--- src/rtl/delay_hyst_multi_pkg.sv ---
// Shared definitions for the multi-channel hysteresis delay: state encoding
// and the counter-width helper.
package delay_hyst_multi_pkg;

  typedef enum logic [1:0] {
    ST_IDLE      = 2'd0,
    ST_RISE_WAIT = 2'd1,
    ST_ON        = 2'd2,
    ST_FALL_WAIT = 2'd3
  } state_e;

  // Counter must hold the larger terminal count; never narrower than one bit.
  function automatic int cnt_width(input int on_bits, input int off_bits);
    int w;
    w = (on_bits > off_bits) ? on_bits : off_bits;
    return (w < 1) ? 1 : w;
  endfunction

endpackage

--- src/rtl/delay_hyst_ch.sv ---
// Single channel: asserts after 2**ON_BITS consecutive high samples and
// deasserts after 2**OFF_BITS consecutive low samples, with edge pulses.
module delay_hyst_ch
  import delay_hyst_multi_pkg::*;
#(
  parameter int ON_BITS  = 4,
  parameter int OFF_BITS = 0
) (
  input  logic CLK,
  input  logic RESET_N,
  input  logic clr,
  input  logic in,
  output logic out,
  output logic rise,
  output logic fall
);

  localparam int CW = cnt_width(ON_BITS, OFF_BITS);
  localparam logic [CW-1:0] ON_LAST  = CW'((1 << ON_BITS) - 1);
  localparam logic [CW-1:0] OFF_LAST = CW'((1 << OFF_BITS) - 1);
  localparam bit ON_ONE  = (ON_BITS == 0);
  localparam bit OFF_ONE = (OFF_BITS == 0);

  state_e        state_q;
  logic [CW-1:0] cnt_q;
  logic          out_q;
  logic          rise_q;
  logic          fall_q;

  always_ff @(posedge CLK or negedge RESET_N) begin
    if (!RESET_N) begin
      state_q <= ST_IDLE;
      cnt_q   <= '0;
      out_q   <= 1'b0;
      rise_q  <= 1'b0;
      fall_q  <= 1'b0;
    end else begin
      rise_q <= 1'b0;
      fall_q <= 1'b0;
      if (clr) begin
        state_q <= ST_IDLE;
        cnt_q   <= '0;
        out_q   <= 1'b0;
        fall_q  <= out_q;
      end else begin
        case (state_q)
          ST_IDLE: begin
            if (in) begin
              if (ON_ONE) begin
                state_q <= ST_ON;
                out_q   <= 1'b1;
                rise_q  <= 1'b1;
              end else begin
                state_q <= ST_RISE_WAIT;
                cnt_q   <= CW'(1);
              end
            end
          end
          ST_RISE_WAIT: begin
            if (!in) begin
              state_q <= ST_IDLE;
              cnt_q   <= '0;
            end else if (cnt_q == ON_LAST) begin
              state_q <= ST_ON;
              cnt_q   <= '0;
              out_q   <= 1'b1;
              rise_q  <= 1'b1;
            end else begin
              cnt_q <= cnt_q + CW'(1);
            end
          end
          ST_ON: begin
            if (!in) begin
              if (OFF_ONE) begin
                state_q <= ST_IDLE;
                out_q   <= 1'b0;
                fall_q  <= 1'b1;
              end else begin
                state_q <= ST_FALL_WAIT;
                cnt_q   <= CW'(1);
              end
            end
          end
          ST_FALL_WAIT: begin
            if (in) begin
              state_q <= ST_ON;
              cnt_q   <= '0;
            end else if (cnt_q == OFF_LAST) begin
              state_q <= ST_IDLE;
              cnt_q   <= '0;
              out_q   <= 1'b0;
              fall_q  <= 1'b1;
            end else begin
              cnt_q <= cnt_q + CW'(1);
            end
          end
          default: begin
            state_q <= ST_IDLE;
            cnt_q   <= '0;
            out_q   <= 1'b0;
          end
        endcase
      end
    end
  end

  assign out  = out_q;
  assign rise = rise_q;
  assign fall = fall_q;

endmodule

--- src/rtl/delay_hyst_multi.sv ---
// NCH independent hysteresis-delay channels with any/all aggregates taken
// directly from the registered channel outputs.
module delay_hyst_multi
  import delay_hyst_multi_pkg::*;
#(
  parameter int NCH      = 4,
  parameter int ON_BITS  = 4,
  parameter int OFF_BITS = 0
) (
  input  logic           CLK,
  input  logic           RESET_N,
  input  logic           clr,
  input  logic [NCH-1:0] in,
  output logic [NCH-1:0] out,
  output logic [NCH-1:0] rise,
  output logic [NCH-1:0] fall,
  output logic           any_out,
  output logic           all_out
);

  for (genvar g = 0; g < NCH; g++) begin : g_ch
    delay_hyst_ch #(
      .ON_BITS (ON_BITS),
      .OFF_BITS(OFF_BITS)
    ) u_ch (
      .CLK    (CLK),
      .RESET_N(RESET_N),
      .clr    (clr),
      .in     (in[g]),
      .out    (out[g]),
      .rise   (rise[g]),
      .fall   (fall[g])
    );
  end

  assign any_out = |out;
  assign all_out = &out;

endmodule
--- config.mk ---
export PLATFORM = sky130hd
export DESIGN_NAME = delay_hyst_multi
export DESIGN_NICKNAME = d
export VERILOG_FILES = /design/src/rtl/delay_hyst_multi_pkg.sv /design/src/rtl/delay_hyst_ch.sv /design/src/rtl/delay_hyst_multi.sv
export SDC_FILE = /design/constraint.sdc
export NUM_CORES = 1
export LEC_CHECK = 0
export CAP_MARGIN = 20
export CELL_PAD_IN_SITES_DETAIL_PLACEMENT = 1
export CELL_PAD_IN_SITES_GLOBAL_PLACEMENT = 1
export CORE_MARGIN = 10
export CORE_UTILIZATION = 47
export DETAILED_ROUTE_END_ITERATION = 6
export PLACE_DENSITY = 0.91
export SLEW_MARGIN = 40
export SYNTH_ARGS = -nofsm -noshare
export SYNTH_HDL_FRONTEND = slang
export SYNTH_SLANG_ARGS = --single-unit
--- constraint.sdc ---
create_clock -name CLK -period 3.95 [get_ports CLK]
set_input_delay 0.79 -clock CLK [delete_from_list [all_inputs] [get_ports CLK]]
set_output_delay 0.79 -clock CLK [all_outputs]
set_load 0.02 [all_outputs]
Word level (Yosys, flattened, before mapping):

Index checks and enable logic that the tools add are counted.

* input bits: 7
* word-level logic and storage cells: 226
* output and inout bits: 14
* bits in registers: 36

* eq/ne operators: 52
* reduce and logical (&&, ||, !) cells: 26
* multiplexer cells: 124
* add/sub/neg operators: 4

Operators by type and width (count)
* two-way mux 4 bit: 24
* two-way mux 1 bit: 56
* two-way mux 2 bit: 28
* != test 3 bit, second input constant: 16
* case mux 4 bit (3 select lines): 4
* != test 4 x 3 -> 1 bit, second input constant: 8
* case mux 2 bit (4 select lines): 4
* != test 3 x 2 -> 1 bit, second input constant: 8
* AND reduction 6 bit: 4
* AND reduction 4 bit: 5
* adder 4 x 1 -> 4 bit, second input constant: 4
* == test 2 bit, second input constant: 8
* == test 4 bit, second input constant: 4
* zero test 4 bit: 4
* nonzero test 4 bit: 4
* case mux 1 bit (3 select lines): 4
* == test 2 x 1 -> 1 bit, second input constant: 4
* zero test 2 bit: 4
* != test 2 bit, second input constant: 4
* case mux 1 bit (2 select lines): 4
* AND reduction 2 bit: 4
* OR reduction 4 bit: 1

Longest topological paths before layout:

Gate-level depths: netlist of the first run.

* depth in word-level cells: 5
* mapped depth: 6
* depth with buffers taken out: 6

By module:

A second synthesis of the first run with hierarchy kept.

* cell total of the unflattened synthesis: 230
* area total of the unflattened synthesis: 2119.5 µm²

Modules (own cells, without submodules)
* delay_hyst_ch: cells an instance 57, times used 4, seq. area each 225.2 µm², area each 525.5 µm²
* delay_hyst_multi: cells an instance 2, times used 1, seq. area each 0.0 µm², area each 17.5 µm²

Worst setup path before layout of the first run:

No wires, ideal clock.

* kind: reg2out
* start: register g_ch[1].u_ch.out_q
* end: output port any_out
* data required time: 3.160 ns
* setup slack: 2.122 ns
* buffers on the path: 0
* data arrival time: 1.038 ns
* stages on the path, launching flop included: 2
* cells stage by stage: dfrtp_1 -> or4_1

* cells in the longest elaborated chain, start to end: 1

RTL lines
* from (decl): line delay_hyst_ch.sv:26 `logic out_q;`
* from (signal assigned): line delay_hyst_ch.sv:34 `out_q <= 1'b0;`
* from (signal assigned): line delay_hyst_ch.sv:43 `out_q <= 1'b0;`
* from (signal assigned): line delay_hyst_ch.sv:51 `out_q <= 1'b1;`
* OR reduction 4 bit: line delay_hyst_multi.sv:36 `assign any_out = |out;`
* to (decl): line delay_hyst_multi.sv:17 `output logic any_out,`

Every way passes these cells.

Worst setup path in the final report of the first run:

Same ends and word-level chain as after synthesis.

==> impl_metrics.toml, run 1 <==
[synth]
synth_area_per_cell_um2 = 9.09
async_flop_share_pct = 100
synthCells = 229
synth-main-ff-cell = "dfrtp_1"
synth-seq-cells = 36
synth.largest_area_cell = "dfrtp_1"
synth_common_cells = "36 x dfrtp_1, 22 x a21oi_1, 20 x nand2_1"
seq_area_frac_synth_pct = 43.3
yosysMostFrequentCell = "dfrtp_1"
ys_warn_count = 0
synth_top_area_share_pct = 43.3
netlist_area_um2 = 2080
synth_nets = 244
synth_edf_count = 0
ys_top_cells_by_area = "dfrtp_1 43%, a21oi_1 5.3%, ha_1 4.8%"
synth_cell_types = 45

[sta]
finalCritPeriodShare_pct = 66.3
finalSetupViolations = 0
fmax_mhz = 382
slew_violations = 0
tns_ns = 0
fin_skew_ns = 0.0126
setup_slack_ns = 1.33
rsz0062_at_grt = "false"
finalHoldViolCount = 0
slew_headroom_pct = 69.2
period_needed_ns = 2.62
worst_slew_pin_slew_ns = 0.463

[cells_and_area]
nets = 253
fill_cells = 532
syn2layout_area_growth_pct = 12.1
antennaDiodeCount = 0
drive_gt1_share_pct = 7.56

[clocking]
clock_sinks = 36
cts_max_path_buffers = 2
clk_latency_ns = 0.30
holdBufCountCts = 0
cts_resized = 0
cts_made_buffers = 5
post_cts_buffers = 0
clkTransAtPathRegs_ns = 0.08
cts_tree = "built"
htreeDepth = 2
cts-root-buf = "clkbuf_8"

[grt]
grt_pass1_wl_mm = 8.29
gr-usage-met2_pct = 22.3
grt_pass1_vias = 1734
grt-ovfl-total = 0
grt_util_met3_pct = 4.41
gr-usage-met1_pct = 15.9
grt_max_degree = 41
grt_usage_pct = 13.7
antenna_found_initial = 0
grt-busiest-layer = "met2"

[routing]
drt_iter0_markers = 43
vias = 1668
drc = 0
wl_per_cell_um = 16.3
postRouteAntennaNets = 0
dr.pass1.iters = 4
viasPerCell = 5.75
wirelength_mm = 4.73

[critical_path]
critPathLaunchType = "flop"
critical_path_class = "reg -> out"
cp_data_arrival_time_ns = 1.83
required_ns = 3.16
crit_fanout = 6
rrSetupSlack_ns = 2.28
end_kind = "output pin"

[placed_design]
dp_slack_ns = 1.65
numPortBuffers = 20
gp_congestion = 0.755
dp_hpwl_mm = 3.43

[power]
p_int_mw = 0.519
power.share.switching_pct = 26.3
clkPwrFrac_pct = 36.3
combPwrFrac_pct = 9.0
leakagePower_nw = 0.970
switching_power_mw = 0.185
ir_drop_uv = 159
seqPwrFrac_pct = 54.7
p_per_area_nw_per_um2 = 302

[floorplanning]
coreArea_um2 = 4320
initial_core_util_pct = 48.1
die_w_um = 86.5
fp.dieH_um = 86.5
ioPinCount = 21
num_rows = 24
dieArea_um2 = 7490

[hold_path]
hp-class = "in -> async"

[status]
status = "finished, final reports clean"

[job]
max_cap_violations = 0
## logic make-up (layout without fill, tap and decap cells)
logic type	after synthesis	in the layout	share of synthesized area, %
AOI/OAI and AO/OA	64	64	20.2
DFF	36	36	43.3
adders and majority gates	8	8	4.81
xor gates and xnor gates	3	3	1.26
buffers and inverters	33	42	8.30
and+or+nand+nor	85	85	22.1
## final cells by class
class                   count  area, µm²  share of cell area, %
repair buffers             22        230                   9.87
flip-flops and latches     36        901                   38.6
clock buffers               5       68.8                   2.95
clock inverters             2       12.5                  0.536
inverters                  13       48.8                   2.09
well taps                  52       65.1                   2.79
multi-input cells         160       1010                   43.2
## registers in the layout, summed over array words and instances, names as in the netlist
| signal | flops |
|---|---|
| g_ch.u_ch.state_q | 8 |
| g_ch.u_ch.fall | 4 |
| g_ch.u_ch.rise | 4 |
| g_ch.u_ch.cnt_q | 16 |
| g_ch.u_ch.out | 4 |
## power by group through the flow
stage | combinational (mW) | clock (mW) | sequential [mW]
global route | 0.0722 | 0.286 | 0.386
global placement | 0.0592 | 0 | 0.392
floorplan | 0.0415 | 0 | 0.386
detailed placement | 0.0644 | 0 | 0.392
CTS | 0.0649 | 0.264 | 0.385
finish | 0.0637 | 0.256 | 0.385
## critical path, cell delays in order, from the launching register on
cell and delay [ns]:
dfrtp_1 0.43, or4_1 0.54, clkdlybuf4s50_1 0.56
## stage by stage
| step | cells | hold slack [ns] | area, µm² | total power [mW] | utilization, % |
|---|---|---|---|---|---|
| floorplan | 229 | 0.479 | 2080 | 0.427 | - |
| global placement | 282 | 0.517 | 2220 | 0.451 | 51.4 |
| detailed placement | 283 | 0.520 | 2250 | 0.456 | 52.1 |
| CTS | 290 | 0.451 | 2330 | 0.714 | 54.0 |
| global route | 290 | 0.450 | 2330 | 0.745 | 54.0 |
| finish | 290 | 0.442 | 2330 | 0.704 | 54.0 |
## final timing paths
check / from / end / depth (start not counted)
setup / recovery: g_ch[1].u_ch.out / any_out / 2
hold / removal: RESET_N / g_ch[2].u_ch.cnt_q[0] / 1
setup reg to reg: g_ch[1].u_ch.cnt_q[0] / g_ch[1].u_ch.cnt_q[2] / 6
hold reg to reg: g_ch[3].u_ch.out / g_ch[3].u_ch.fall / 2
max in group asynchronous: RESET_N / g_ch[3].u_ch.cnt_q[2] / 2
min in group CLK: g_ch[3].u_ch.out / g_ch[3].u_ch.fall / 2
## placed cells by master (no fill, tap or decap), drive strengths merged, types with 6 or more instances in the layout
cell type	count
clkdlybuf4s50	19
nor3	6
nand2	20
nand3	12
nand2b	8
o21ai	15
dfrtp	36
nor2	13
inv	13
nor2b	7
a21oi	22
ha	8
## routing by layer
layer  wire length (µm)  up-vias
li1                   -      811
met1               2090      834
met2               2350       17
met3                202        6
met4                 81        0
met5                  0        -
(Power assumes the default switching activity.)
==> run 2, diff against run 1 <==
- CORE_UTILIZATION: 47 -> 39
- PLACE_DENSITY: 0.91 -> 0.81
- clock period: 3.95 -> 2.3 ns (I/O delays scaled with it)
==> impl_metrics.toml, run 2 (synthesis gave the netlist of run 1 again) <==
[status]
status = "finished, final reports clean"

[critical_path]
crit_path_start = "g_ch[1].u_ch.out"
r2r-start = "g_ch[1].u_ch.cnt_q[0]"
crit_fanout = 6
crit_chain = "or4_1, dlymetal6s2s_1"
max_stage_delay_ns = 0.54
cp_slowest_cell = "or4_1"
required_ns = 1.84
critPathLaunchType = "flop"
cp_data_arrival_time_ns = 1.48
end_kind = "output pin"
critical_path_class = "reg -> out"

[cells_and_area]
antennaDiodeCount = 0
syn2layout_area_growth_pct = 12.7
reg_top3 = "g_ch.u_ch.cnt_q (16), g_ch.u_ch.state_q (8)"
layout_common_cells = "36 x dfrtp_1, 22 x a21oi_1, 20 x nand2_1"
mostFrequentLayoutCell = "dfrtp_1"
drive_gt1_share_pct = 6.75
largest_reg_flops = 16
fin_area_um2 = 2340
largest-register = "g_ch.u_ch.cnt_q"
nets = 252

[routing]
vias = 1656
postRouteAntennaNets = 0
drc = 0
dr.pass1.iters = 4
wirelength_mm = 4.78
drt_iter0_markers = 73
viasPerCell = 5.39
wl_per_cell_um = 15.6

[clocking]
clock_sinks = 36
cts_max_path_buffers = 2
holdBufCountCts = 0
htreeDepth = 2
clkTransAtPathRegs_ns = 0.07
cts_resized = 0
post_cts_buffers = 0
clk_latency_ns = 0.29
cts_tree = "built"
cts-root-buf = "clkbuf_8"
cts_made_buffers = 5

[power]
seqPwrFrac_pct = 54.7
leakagePower_nw = 1.00
combPwrFrac_pct = 8.9
ir_drop_uv = 218
p_int_mw = 0.890
switching_power_mw = 0.318
power.share.switching_pct = 26.3
clkPwrFrac_pct = 36.4
p_per_area_nw_per_um2 = 515

[sta]
finalCritPeriodShare_pct = 84.6
worst_slew_pin_slew_ns = 0.471
holdWs_ns = 0.116
fmax_mhz = 514
rsz0062_at_grt = "false"
slew_headroom_pct = 68.6
finalHoldViolCount = 0
finalSetupViolations = 0
slew_violations = 0
fin_skew_ns = 0.0107
period_needed_ns = 1.94
tns_ns = 0

[job]
max_cap_violations = 0

[grt]
antenna_found_initial = 0
grt_max_degree = 41
grt_pass1_vias = 1710
grt-ovfl-total = 0
grt_pass1_wl_mm = 8.30
grt_usage_pct = 11.7

[floorplanning]
initial_core_util_pct = 40.5
num_rows = 26
coreArea_um2 = 5140
dieArea_um2 = 8660
ioPinCount = 21
fp.dieH_um = 93.0
die_w_um = 93.0

[hold_path]
hp-class = "in -> async"

[placed_design]
dp_hpwl_mm = 3.37
numPortBuffers = 20
placed_area_um2 = 2260
gp_congestion = 0.837
[run 2: changes by cell type in the layout (fill, tap and decap cells not counted)]
cell / delta
dlymetal6s2s_1: +2
clkinvlp_4: -1
buf_2: -1
buf_16: -1
clkbuf_1: +1
buf_12: +1
clkdlybuf4s50_1: -2
[run 2: stage by stage]
step,util (%),total power [mW],cells,setup WS (ns)
2_1_floorplan,-,0.734,229,0.791
3_3_place_gp,44.0,0.777,300,0.341
3_5_place_dp,44.0,0.782,300,0.332
4_1_cts,45.5,1.22,307,0.000554
5_1_grt,45.6,1.27,307,0.301
6_report,45.6,1.21,307,0.355
[run 2: final cells by class]
cell class	count	area (µm²)
inverters	13	48.8
fillers	628	2800
clock buffers	6	72.6
flip-flops and latches	36	901
multi-input cells	160	1010
clock inverters	1	5.00
repair buffers	21	223
well taps	70	87.6
[run 2: worst paths after layout]
kind,end,slack (ns),cells after the start
min reg2reg,g_ch[3].u_ch.rise,0.56,1
max,any_out,0.36,2
max in group asynchronous,g_ch[2].u_ch.cnt_q[2],1.84,1
max reg2reg,g_ch[1].u_ch.fall,0.64,6
min in group CLK,g_ch[3].u_ch.rise,0.56,1
min,g_ch[0].u_ch.state_q[1],0.12,1
[run 2: power groups by stage]
stage / Combinational, mW / Clock [mW] / Sequential, mW
after floorplan: 0.0713 / 0 / 0.662
after global placement: 0.105 / 0 / 0.672
after detailed placement: 0.108 / 0 / 0.674
after CTS: 0.108 / 0.453 / 0.661
after global routing: 0.122 / 0.485 / 0.664
final: 0.107 / 0.439 / 0.661
[run 2: per-layer routing]
layer,track usage [%],part of all wire [%],wire [µm],up-vias
met2,18.7,47,2260,18
met5,0,0,0,-
met4,3.86,1.4,67,0
li1,-,-,-,818
met3,3.84,4.4,209,6
met1,14.5,47,2240,814
[run 2: worst max-delay path: cells and delay by family, from the launching register on]
family | cells | cell delay [ns]
and+or+nand+nor | 1 | 0.54
DFF | 1 | 0.43
buffers and inverters | 1 | 0.23
==> variant, RTL diff (config.mk and constraints of run 2) <==
`ON_BITS` is set to 4 in 2 places; all go to 3.
--- a/src/rtl/delay_hyst_ch.sv
+++ b/src/rtl/delay_hyst_ch.sv
@@ -4,5 +4,5 @@
   import delay_hyst_multi_pkg::*;
 #(
-  parameter int ON_BITS  = 4,
+  parameter int ON_BITS  = 3,
   parameter int OFF_BITS = 0
 ) (
--- a/src/rtl/delay_hyst_multi.sv
+++ b/src/rtl/delay_hyst_multi.sv
@@ -5,5 +5,5 @@
 #(
   parameter int NCH      = 4,
-  parameter int ON_BITS  = 4,
+  parameter int ON_BITS  = 3,
   parameter int OFF_BITS = 0
 ) (
Formal check against the unedited RTL: not equivalent (Yosys sat finds a counterexample within 10 cycles, from zero or initial values and one cycle with RESET_N low).
==> variant against run 2 <==
- non-clock buffer count up 1
- wire length down 15%
- area after synthesis down 10%
- design area down 8.1%
- total power up 1.6%
- clock power up 21%
- first-iteration DRC count down 36%
- utilization up 0.30 points
- sequential cell count down 4
- critical path depth unchanged
- setup slack worse by 74 ps
==> variant: results (changes against run 2) <==
Global route
  – Largest net degree at the start of global routing: 43 (was 41)
  – Vias in the first global route: 1,479 (was 1,710)
  – GR Util All Layers: 0.1156 (was 0.1169)
  – First-pass GRT wire length: 7210 um (was 8300 um)

Drt
  – Routed WL: 4064 um (was 4776 um)
  – DR iter-0 viols: 47 (was 73)
  – Via count: 1,446 (was 1,656)

Critical path
  – Worst path max stage delay: 610 ps (was 540 ps)
  – Worst path slowest cell: clkdlybuf4s50_1 (was or4_1)
  – Critical Path AT: 1560 ps (was 1480 ps)
  – Crit-path leading delay family: buffers and inverters (was simple AND/OR/NAND/NOR gates)

Logic synthesis
  – Ranking of synthesized cells by area: dfrtp_1, ha_1, buf_4 (was dfrtp_1, a21oi_1, ha_1)
  – Register area share after synthesis: 0.4278 (was 0.4330)
  – Synth unique cells: 38 (was 45)
  – Syn avg cell area: 9.698 um^2 (was 9.086 um^2)
  – Top post-synthesis cells by count: dfrtp_1, nor2_1, buf_4, ha_1, inv_1 (was dfrtp_1, a21oi_1, nand2_1)
  – Post-Syn Nets: 212 (was 244)

Placement
  – Area post-placement: 2044 um^2 (was 2260 um^2)
  – Routability cong.: 0.7427 (was 0.8366)
  – Dpl cells: 249 (was 300)

Status
  – Status: completed (unchanged)

Final layout
  – Top Registers: g_ch.u_ch.cnt_q (12), g_ch.u_ch.state_q (8) (was g_ch.u_ch.cnt_q (16), g_ch.u_ch.state_q (8))
  – Nets: 221 (was 252)
  – Fraction of layout cells with a size suffix above 1: 0.06897 (was 0.06751)
  – Fin cells: 257 (was 307)

Power and ir drop
  – VDD IR max: 361.9 uV (was 217.6 uV)
  – Leakage: 0.0009635 uW (was 0.001001 uW)

Timing
  – Skew final: 5.592 ps (was 10.70 ps)
  – Tightest Pin Transition: 437.5 ps (was 471.1 ps)

Hold path
  – Worst hold path type: reg2reg (was in2async)
-- variant: path summary, 6_finish.rpt --
| kind | startpoint | to | slack [ps] | cells past startpoint |
|---|---|---|---|---|
| hold reg to reg | g_ch[0].u_ch.cnt_q[0] | g_ch[0].u_ch.cnt_q[0] | 530 | 1 |
| setup reg to reg | g_ch[2].u_ch.cnt_q[0] | g_ch[2].u_ch.fall | 820 | 5 |
| max in group asynchronous | RESET_N | g_ch[0].u_ch.state_q[0] | 1430 | 2 |
| hold / removal | g_ch[0].u_ch.cnt_q[0] | g_ch[0].u_ch.cnt_q[0] | 530 | 1 |
| setup / recovery | g_ch[2].u_ch.out | all_out | 280 | 2 |
| min in group asynchronous | RESET_N | g_ch[2].u_ch.cnt_q[2] | 570 | 2 |
-- variant: area by class of cell --
cell class                      instances  area [um^2]
Tap cell                               54        67.56
Sequential cell                        32        800.8
Clock buffer                            6        72.57
Inverter                               12        45.04
Timing Repair Buffer                   22        230.2
Fill cell                             537         2537
Clock inverter                          2        35.03
Multi-Input combinational cell        129        903.4
-- variant: worst register-to-register path: stages, from the launching register on --
cell and delay, ps:
dfrtp_1 420, inv_1 70, ha_1 160, nand2b_1 130
a2111oi_0 500, a21o_1 130
-- variant: logic make-up (layout without fill, tap and decap cells) --
kind of cell | after synthesis | after routing | share of synthesized area
buf+inv | 32 | 42 | 0.08957
simple gates | 65 | 65 | 0.2012
compound gates | 52 | 52 | 0.2012
fa+ha+maj | 12 | 12 | 0.08021
flops | 32 | 32 | 0.4278
-- variant: routing by layer --
metal | up-vias | global-route usage | routed length (um)
met4 | 0 | 0.04769 | 65
met3 | 6 | 0.03464 | 203
met5 | - | 0 | 0
met1 | 712 | 0.1408 | 1840
met2 | 23 | 0.1855 | 1954
li1 | 705 | - | -
-- variant: metrics by stage --
| step | util | hold slack, ps | setup slack (ps) |
|---|---|---|---|
| 6_report | 0.4592 | 526.0 | 281.2 |
| 5_1_grt | 0.4592 | 556.4 | 212.6 |
| 4_1_cts | 0.4587 | 530.7 | 7.808 |
| 3_5_place_dp | 0.4357 | 515.2 | 327.7 |
| 3_3_place_gp | 0.4357 | 513.2 | 355.2 |
| 2_1_floorplan | - | 164.4 | 806.2 |
-- variant: report_power, final --
group | total (uW) | internal, uW | switching, uW
clock | 532 | 321 | 211
combinational | 103 | 40.7 | 62.0
sequential | 592 | 573 | 19.2
total | 1230 | 935 | 292
